===== src/rtl/spring_launch_sequencer_pkg.sv =====
// Shared state encoding, launch-tuning defaults and compression helpers for the
// launch-lane plunger sequencer.
package spring_launch_sequencer_pkg;

    typedef enum logic [2:0] {IDLE, CHARGE, RELEASE, FIRE, COOLDOWN} launch_state_t;

    localparam int REST_Y_DEFAULT          = 400;
    localparam int MAX_COMPRESS_DEFAULT    = 32;
    localparam int CHARGE_STEP_DEFAULT     = 2;
    localparam int RELEASE_STEP_DEFAULT    = 8;
    localparam int SPEED_GAIN_DEFAULT      = 4;
    localparam int COOLDOWN_FRAMES_DEFAULT = 30;

    localparam int COMP_W = 6;
    localparam int POS_W  = 11;

    // Compression saturates at both ends; it must never wrap.
    function automatic logic [COMP_W-1:0] charge_step(input logic [COMP_W-1:0] c,
                                                      input int step, input int limit);
        int sum;
        sum = int'(c) + step;
        return (sum > limit) ? COMP_W'(limit) : COMP_W'(sum);
    endfunction

    function automatic logic [COMP_W-1:0] release_step(input logic [COMP_W-1:0] c,
                                                       input int step);
        int diff;
        diff = int'(c) - step;
        return (diff <= 0) ? '0 : COMP_W'(diff);
    endfunction

endpackage


===== src/rtl/spring_launch_sequencer_frame_countdown.sv =====
// Frame-tick countdown used for the post-launch re-arm delay.
module frame_countdown #(
    parameter int W = 5
) (
    input  logic         clk,
    input  logic         srst,
    input  logic         load,
    input  logic [W-1:0] load_value,
    input  logic         tick,
    output logic         done
);

    logic [W-1:0] count_reg;

    always_ff @(posedge clk) begin
        if (srst) begin
            count_reg <= '0;
        end else if (load) begin
            count_reg <= load_value;
        end else if (tick && (count_reg != '0)) begin
            count_reg <= count_reg - W'(1);
        end
    end

    // Asserted while the next tick is the last one of the countdown.
    assign done = (count_reg == W'(1));

endmodule


===== src/rtl/spring_launch_sequencer.sv =====
// Launch-lane plunger sequencer: key -> charge / release / fire, driving spring Y
// and a one-shot launch velocity offered over a valid/ack handshake.
module spring_launch_sequencer
    import spring_launch_sequencer_pkg::*;
#(
    parameter int REST_Y          = REST_Y_DEFAULT,
    parameter int MAX_COMPRESS    = MAX_COMPRESS_DEFAULT,
    parameter int CHARGE_STEP     = CHARGE_STEP_DEFAULT,
    parameter int RELEASE_STEP    = RELEASE_STEP_DEFAULT,
    parameter int SPEED_GAIN      = SPEED_GAIN_DEFAULT,
    parameter int COOLDOWN_FRAMES = COOLDOWN_FRAMES_DEFAULT
) (
    input  logic                    clk,
    input  logic                    reset,
    input  logic                    startOfFrame,
    input  logic                    key5IsPressed,
    input  logic                    reset_level,
    input  logic                    ballInLane,
    input  logic                    launchAck,
    output logic signed [POS_W-1:0] topLeftY,
    output logic                    launchValid,
    output logic signed [POS_W-1:0] launchSpeedY,
    output logic                    busy
);

    localparam int CD_W = $clog2(COOLDOWN_FRAMES + 1);

    logic                    clear;
    launch_state_t           state_reg, state_next;
    logic [COMP_W-1:0]       compression_reg, compression_next;
    logic                    armed_reg, armed_next;
    logic signed [POS_W-1:0] speed_reg, speed_next;
    logic signed [POS_W-1:0] top_reg;
    logic                    valid_reg, busy_reg;
    logic                    cd_load, cd_tick, cd_done;
    logic signed [POS_W-1:0] speed_calc;

    assign clear      = reset | reset_level;
    assign speed_calc = -$signed(POS_W'(compression_reg) * POS_W'(SPEED_GAIN));

    frame_countdown #(.W(CD_W)) u_cooldown (
        .clk        (clk),
        .srst       (clear),
        .load       (cd_load),
        .load_value (CD_W'(COOLDOWN_FRAMES)),
        .tick       (cd_tick),
        .done       (cd_done)
    );

    always_comb begin
        state_next       = state_reg;
        compression_next = compression_reg;
        armed_next       = armed_reg;
        speed_next       = speed_reg;
        cd_load          = 1'b0;
        cd_tick          = 1'b0;

        if (startOfFrame && !key5IsPressed) begin
            armed_next = 1'b1;
        end

        case (state_reg)
            IDLE: begin
                if (startOfFrame && key5IsPressed && armed_reg && ballInLane) begin
                    state_next       = CHARGE;
                    compression_next = charge_step('0, CHARGE_STEP, MAX_COMPRESS);
                    armed_next       = 1'b0;
                end
            end
            CHARGE: begin
                if (startOfFrame) begin
                    if (key5IsPressed) begin
                        compression_next = charge_step(compression_reg, CHARGE_STEP, MAX_COMPRESS);
                    end else begin
                        state_next = RELEASE;
                        speed_next = speed_calc;
                    end
                end
            end
            RELEASE: begin
                if (startOfFrame) begin
                    compression_next = release_step(compression_reg, RELEASE_STEP);
                    // Ball presence is only consulted once the spring has fully extended.
                    if (compression_next == '0) begin
                        if (ballInLane) begin
                            state_next = FIRE;
                        end else begin
                            state_next = COOLDOWN;
                            speed_next = '0;
                            cd_load    = 1'b1;
                        end
                    end
                end
            end
            FIRE: begin
                if (valid_reg && launchAck) begin
                    state_next = COOLDOWN;
                    cd_load    = 1'b1;
                end
            end
            COOLDOWN: begin
                if (startOfFrame) begin
                    cd_tick = 1'b1;
                    if (cd_done) begin
                        state_next = IDLE;
                        speed_next = '0;
                    end
                end
            end
            default: state_next = IDLE;
        endcase
    end

    always_ff @(posedge clk) begin
        if (clear) begin
            state_reg       <= IDLE;
            compression_reg <= '0;
            armed_reg       <= 1'b0;
            speed_reg       <= '0;
            top_reg         <= POS_W'(REST_Y);
            valid_reg       <= 1'b0;
            busy_reg        <= 1'b0;
        end else begin
            state_reg       <= state_next;
            compression_reg <= compression_next;
            armed_reg       <= armed_next;
            speed_reg       <= speed_next;
            top_reg         <= POS_W'(REST_Y + int'(compression_next));
            valid_reg       <= (state_next == FIRE);
            busy_reg        <= (state_next != IDLE);
        end
    end

    assign topLeftY     = top_reg;
    assign launchValid  = valid_reg;
    assign launchSpeedY = speed_reg;
    assign busy         = busy_reg;

endmodule


===== config.mk =====
export PLATFORM = sky130hd
export DESIGN_NAME = spring_launch_sequencer
export DESIGN_NICKNAME = d
export VERILOG_FILES = /design/src/rtl/spring_launch_sequencer_pkg.sv /design/src/rtl/spring_launch_sequencer_frame_countdown.sv /design/src/rtl/spring_launch_sequencer.sv
export SDC_FILE = /design/constraint.sdc
export NUM_CORES = 1
export LEC_CHECK = 0
export BUFFER_PORTS_ARGS = -buffer_cell sky130_fd_sc_hd__clkbuf_2
export CAP_MARGIN = 20
export CORE_ASPECT_RATIO = 0.75
export CORE_MARGIN = 8
export CORE_UTILIZATION = 50
export CTS_BUF_LIST = sky130_fd_sc_hd__clkbuf_4 sky130_fd_sc_hd__clkbuf_8
export CTS_CLUSTER_SIZE = 30
export DETAILED_ROUTE_END_ITERATION = 10
export HOLD_SLACK_MARGIN = 0.03
export PLACE_DENSITY = 0.71
export SLEW_MARGIN = 20
export SYNTH_ARGS = -nofsm -noshare
export SYNTH_HDL_FRONTEND = slang
export SYNTH_SLANG_ARGS = --single-unit

===== constraint.sdc =====
create_clock -name clk -period 4.8 [get_ports clk]
set_input_delay 0.48 -clock clk [delete_from_list [all_inputs] [get_ports clk]]
set_output_delay 0.48 -clock clk [all_outputs]
set_load 0.01 [all_outputs]

==> metrics.cfg, run 1 <==
[status]
status=finished clean

[drt]
vias=1715
drc=0
antenna_left=0
viasPerCell=5.70
drt-total-wl_um=4600
first_iter_violations=110
wl_per_cell_um=15.3
drt_first_pass_iters=4

[finish]
largest_reg_flops=9
fin_util_pct=56.4
diodes=0
drive_above_1_share_pct=15.7
final_net_count=265
area_growth_pct=8.32
num-fill-cells=344

[synthesis]
yosysSeqAreaShare_pct=30.6
postSynthAreaPerCell_sq_um=8.03
async_flop_share_pct=0
ys_types=58
synth-seq-cells=29
synthesis.instances=236
syn_area_sq_mm=0.00190
ys.flop_type=dfxtp_1
synth_edf_count=0
ys_warn_count=0

[critical_path]
cpPeakStageDelay_ns=0.62
cp_num_buf_inv=1
regToRegStartpoint=compression_reg[3]
r2r_slack_ns=2.40
crit_arrival_ns=2.58
crit_slowest_cell=dfxtp_1
cpLargestDelayFamily=compound AO/OA/AOI/OAI gates
crit_fanout=14
endpoint=launchSpeedY[10]
critPathLaunch=compression_reg[3]
worstSetupPathType=flip-flop to flip-flop
reg2reg_to=launchSpeedY[10]
r2r_cells=7
cp_num_cells=7
crit_required_ns=4.98
crit_chain=inv_1 -> ha_1 -> nand4bb_1 -> o211ai_2 -> a31oi_1 -> or2_1 -> a31o_1
start_kind=flip-flop
critPathCaptureType=flip-flop

[grt]
grt_pass1_wl_um=7690
grt_pass1_vias=1550
overflow=0
antenna_found_initial=0
grtUsageTotal_pct=15.9
grt_max_degree=22

[floorplan]
dieArea_sq_mm=0.00604
rows=19
die_x_um=87.1
initial_core_util_pct=52.1
die_h_um=69.3
core_sq_mm=0.00364
ioPinCount=31

[worst_hold_path]
min_path_cells=1
min-delay-start=launchSpeedY[8]
worstHoldPathType=flip-flop to flip-flop

[clocking]
cts-root-buf=clkbuf_8
cts_resized=0
cts_setup_buffers=0
clockBufferDepth=2
clock_sinks=29
hold_buffers=0
clock_latency_ns=0.28
h-tree-depth=2
clkTransAtPathRegs_ns=0.06
cts_buffers=5
cts_tree=built

[power_and_ir_drop]
peakVddDrop_mv=0.201
p_per_area_mw_per_mm2=236
power.leakage_uw=0.000799

[placed_design]
dp_hpwl_um=3420
portBuffers=24
gp_congestion=0.867
dp_slack_ns=2.44

[sta]
grt_setup_unrepaired=no
slew_headroom_pct=62.1
setup_violations=0
fin_crit_ns=2.40
fin_crit_sh_pct=49.9
slew_violations=0
tns_ns=0
hold_viol=0
worst_pin_slew_ns=0.566
worst_slack_ns=2.40
fin_skew_ns=0.00283
fmax_ghz=0.417

[flow_run]
drv_cap=0

## logic make-up (layout without fill, tap and decap cells)
group                      count (synthesis)  after routing  synth area share, %
AOI/OAI and AO/OA                         72             72                 25.0
other                                      2              6                0.396
and+or+nand+nor                           83             83                 24.9
adders and majority gates                 10             10                 6.60
buffers and inverters                     34             43                 9.77
DFF                                       29             29                 30.6
xor gates and xnor gates                   6              6                 2.77
## cell usage after synthesis, types with 3 or more instances
cell / number / area [sq um]
nor3_1: 3 / 15.0
clkbuf_1: 6 / 22.5
nand4_1: 5 / 31.3
and2_1: 3 / 18.8
a31oi_1: 6 / 37.5
a21o_1: 4 / 30.0
nand2b_1: 5 / 31.3
dfxtp_1: 29 / 581
inv_1: 11 / 41.3
ha_1: 10 / 125
nor2b_1: 5 / 31.3
nor2_1: 15 / 56.3
buf_2: 3 / 15.0
nand2_1: 15 / 56.3
buf_4: 10 / 75.1
a21oi_1: 21 / 105
xnor2_1: 4 / 35.0
o21ai_0: 18 / 90.1
nand3_1: 10 / 50.1
## how the worst min path moves through the flow
| stage | endpoint |
|---|---|
| 5_1_grt | launchSpeedY[2] |
| 3_3_place_gp | launchSpeedY[10] |
| 3_5_place_dp | launchSpeedY[10] |
| 6_report | launchSpeedY[8] |
| 2_1_floorplan | u_cooldown.count_reg[4] |
| 4_1_cts | launchSpeedY[10] |
## power breakdown
part | switching, uW | internal (uW) | total, uW
Sequential | 0.665 | 241 | 242
Clock | 92.5 | 129 | 222
Combinational | 16.1 | 5.74 | 21.8
## layout make-up
class	instances	area, sq um	share of cell area, %
tap	52	65.1	3.17
sequential	29	581	28.3
timing repair buffer	24	120	5.85
inverter	11	41.3	2.01
multi-input combinational	177	1140	55.8
clock buffer	7	96.3	4.69
clock inverter	1	5.00	0.244
## routing by layer
metal | vias to the layer above | global-route usage (%) | routed length, um
li1 | 858 | - | -
met1 | 788 | 23.1 | 2360
met2 | 65 | 20.4 | 1780
met3 | 4 | 5.80 | 424
met4 | 0 | 5.32 | 45
met5 | - | 0 | 0
## through the flow
step           power [uW]  area (sq um)  hold slack, ns  cells
6_report              485          2050           0.474    301
5_1_grt               505          2050           0.511    301
4_1_cts               487          2050           0.480    301
3_5_place_dp          268          1950           0.465    293
3_3_place_gp          268          1950           0.460    293
2_1_floorplan         266          1910           0.467    240
## placed cells by master, fill, tap and decap left out, drive strengths merged, types with 2 or more instances in the layout
cell type and n:
xor2 2, nand2 15, a21o 4, o211ai 2
clkbuf 31, a31o 2, a21oi 22, nand4bb 2
nand2b 5, nand4b 2, nor3 3, ha 10
o21ai 20, or3b 2, dfxtp 29, conb 6
a31oi 6, nor3b 2, a2bb2oi 2, nand4 5
or3 3, and2 3, nor2b 5, o2111a 2
and3 2, nand3 10, or2 3, a211o 2
nand3b 2, nor2 16, inv 11, xnor2 4
Note: power is estimated with default switching activity, not from simulation.
==> run 2: changes to the inputs <==
- clock period: 4.8 -> 2.4 ns (I/O delays scaled with it)
==> metrics.cfg, run 2 (synthesized netlist as in run 1, its figures left out) <==
[clocking]
h-tree-depth=2  ; unchanged
cts_tree=built
clkTransAtPathRegs_ns=0.07  ; about the same
clockBufferDepth=2  ; unchanged
clock_sinks=29  ; unchanged
cts_resized=0  ; unchanged
cts_buffers=5  ; unchanged
cts_setup_buffers=0  ; unchanged
hold_buffers=0  ; unchanged
clock_latency_ns=0.28  ; about the same
cts-root-buf=clkbuf_8

[finish]
drive_above_1_share_pct=16.7  ; +1.0 points
layout_common_cells=dfxtp_1, clkbuf_2, a21oi_1
diodes=0  ; unchanged
final_common_cell=dfxtp_1
largest_reg_flops=9  ; unchanged
area_growth_pct=8.71
multiInputGateArea_sq_mm=0.00114  ; unchanged
final_net_count=268  ; +1.1%
regArea_sq_um=581  ; unchanged
num-fill-cells=348  ; +1.2%
fin_cells=304  ; +1.0%

[critical_path]
start_kind=flip-flop
critPathCaptureType=flip-flop
r2r_cells=7  ; unchanged
regToRegStartpoint=compression_reg[4]
crit_arrival_ns=2.38  ; -0.20 ns
r2r_slack_ns=0.21  ; -2.20 ns
crit_fanout=9  ; -5
worstSetupPathType=flip-flop to flip-flop
reg2reg_to=launchSpeedY[8]
crit_required_ns=2.58  ; -2.40 ns

[flow_run]
drv_cap=0  ; unchanged

[floorplan]
rows=19  ; unchanged
ioPinCount=31  ; unchanged
die_x_um=87.1  ; unchanged
die_h_um=69.3  ; unchanged
core_sq_mm=0.00364  ; unchanged
dieArea_sq_mm=0.00604  ; unchanged
initial_core_util_pct=52.1  ; unchanged

[status]
status=finished clean

[grt]
antenna_found_initial=0  ; unchanged
grt_pass1_vias=1623  ; +4.7%
grt_pass1_wl_um=7770  ; +1.1%
grtUsageTotal_pct=15.8  ; about the same
grt_max_degree=22  ; unchanged
overflow=0  ; unchanged

[sta]
fin_skew_ns=0.0105  ; +0.00768 ns
worst_pin_slew_ns=0.613  ; +0.0467 ns
slew_violations=0  ; unchanged
fin_crit_sh_pct=91.4  ; +41 points
fin_crit_ns=2.19  ; -0.203 ns
tns_ns=0  ; unchanged
grt_setup_unrepaired=no
setup_violations=0  ; unchanged
slew_headroom_pct=59.0  ; -3.1 points
hold_viol=0  ; unchanged
whs_ns=0.320  ; -0.154 ns
fmax_ghz=0.456  ; +9.3%

[power_and_ir_drop]
fin_total_pwr_uw=931  ; +92%
p_per_area_mw_per_mm2=452  ; +91%
peakVddDrop_mv=0.309  ; +54%
power.leakage_uw=0.000804  ; +0.59%

[drt]
routed-wl-met3_um=459  ; +8.3%
route.top_layer_used=met4
vias=1746  ; +1.8%
first_iter_violations=113  ; +2.7%
drc=0  ; unchanged
antenna_left=0  ; unchanged
drt_first_pass_iters=4  ; unchanged
viasPerCell=5.74  ; +0.80%
wl_per_cell_um=15.3  ; -0.17%
drt-total-wl_um=4640  ; +0.83%
wl_met1_um=2300  ; -2.3%
route.met2.wl_um=1840  ; +3.8%

[placed_design]
portBuffers=24  ; unchanged
numPlacedInstances=296  ; +1.0%
dp_hpwl_um=3400  ; -0.65%
gp_congestion=0.885  ; +2.0%

[worst_hold_path]
min-delay-start=launchAck
min_path_cells=3  ; +2
worstHoldPathType=primary input to flip-flop
hold-path-endpoint=launchValid

run 2: cell count changes in the layout (fill, tap and decap cells not counted), sizes merged:
cell | before | now
clkinv | 1 | 2
clkbuf | 31 | 29
clkinvlp | 0 | 1
buf | 0 | 3
run 2: report_power, final:
part           internal (uW)  total, uW  leakage [uW]  switching [uW]
combinational           11.5       43.8      0.000526            32.3
sequential               482        483      0.000234            1.50
clock                    200        404     0.0000439             204
total                    693        931      0.000804             238
run 2: final cells by class:
class                           count  share of cell area, %
Clock buffer                        5                   3.34
Clock inverter                      3                  0.850
Sequential cell                    29                   28.2
Timing Repair Buffer               27                   6.92
Multi-Input combinational cell    177                   55.6
Inverter                           11                   2.00
Tap cell                           52                   3.16
run 2: how the worst max path moves through the flow:
stage / startpoint / endpoint / slack [ns] / cells past startpoint
global placement: compression_reg[4] / launchSpeedY[10] / 0.31 / 7
finish: compression_reg[4] / launchSpeedY[8] / 0.21 / 7
floorplan: compression_reg[3] / topLeftY[5] / 0.43 / 9
detailed placement: compression_reg[4] / launchSpeedY[8] / 0.26 / 7
global route: compression_reg[4] / launchSpeedY[2] / 0.03 / 7
CTS: compression_reg[4] / launchSpeedY[8] / 0.26 / 7
run 2: routing by layer:
layer	vias to the layer above	track usage, %
met3	4	5.68
met2	71	21.6
li1	864	-
met5	-	0
met1	807	22.2
met4	0	5.13
run 2: through the flow:
stage / area (sq um) / util (%) / worst slack (ns)
floorplan: 1910 / - / 0.434
global placement: 1970 / 54.3 / 0.315
detailed placement: 1970 / 54.3 / 0.263
CTS: 2060 / 56.7 / 0.255
global route: 2060 / 56.7 / 0.0330
finish: 2060 / 56.7 / 0.205
run 2: worst max-delay path, stage by stage, from the launching register on:
cell       delay (ns)
dfxtp_1          0.52
inv_1            0.15
ha_1             0.34
nand4bb_1        0.13
o211ai_2         0.20
a31oi_1          0.24
or2_1            0.30
a31o_1           0.21
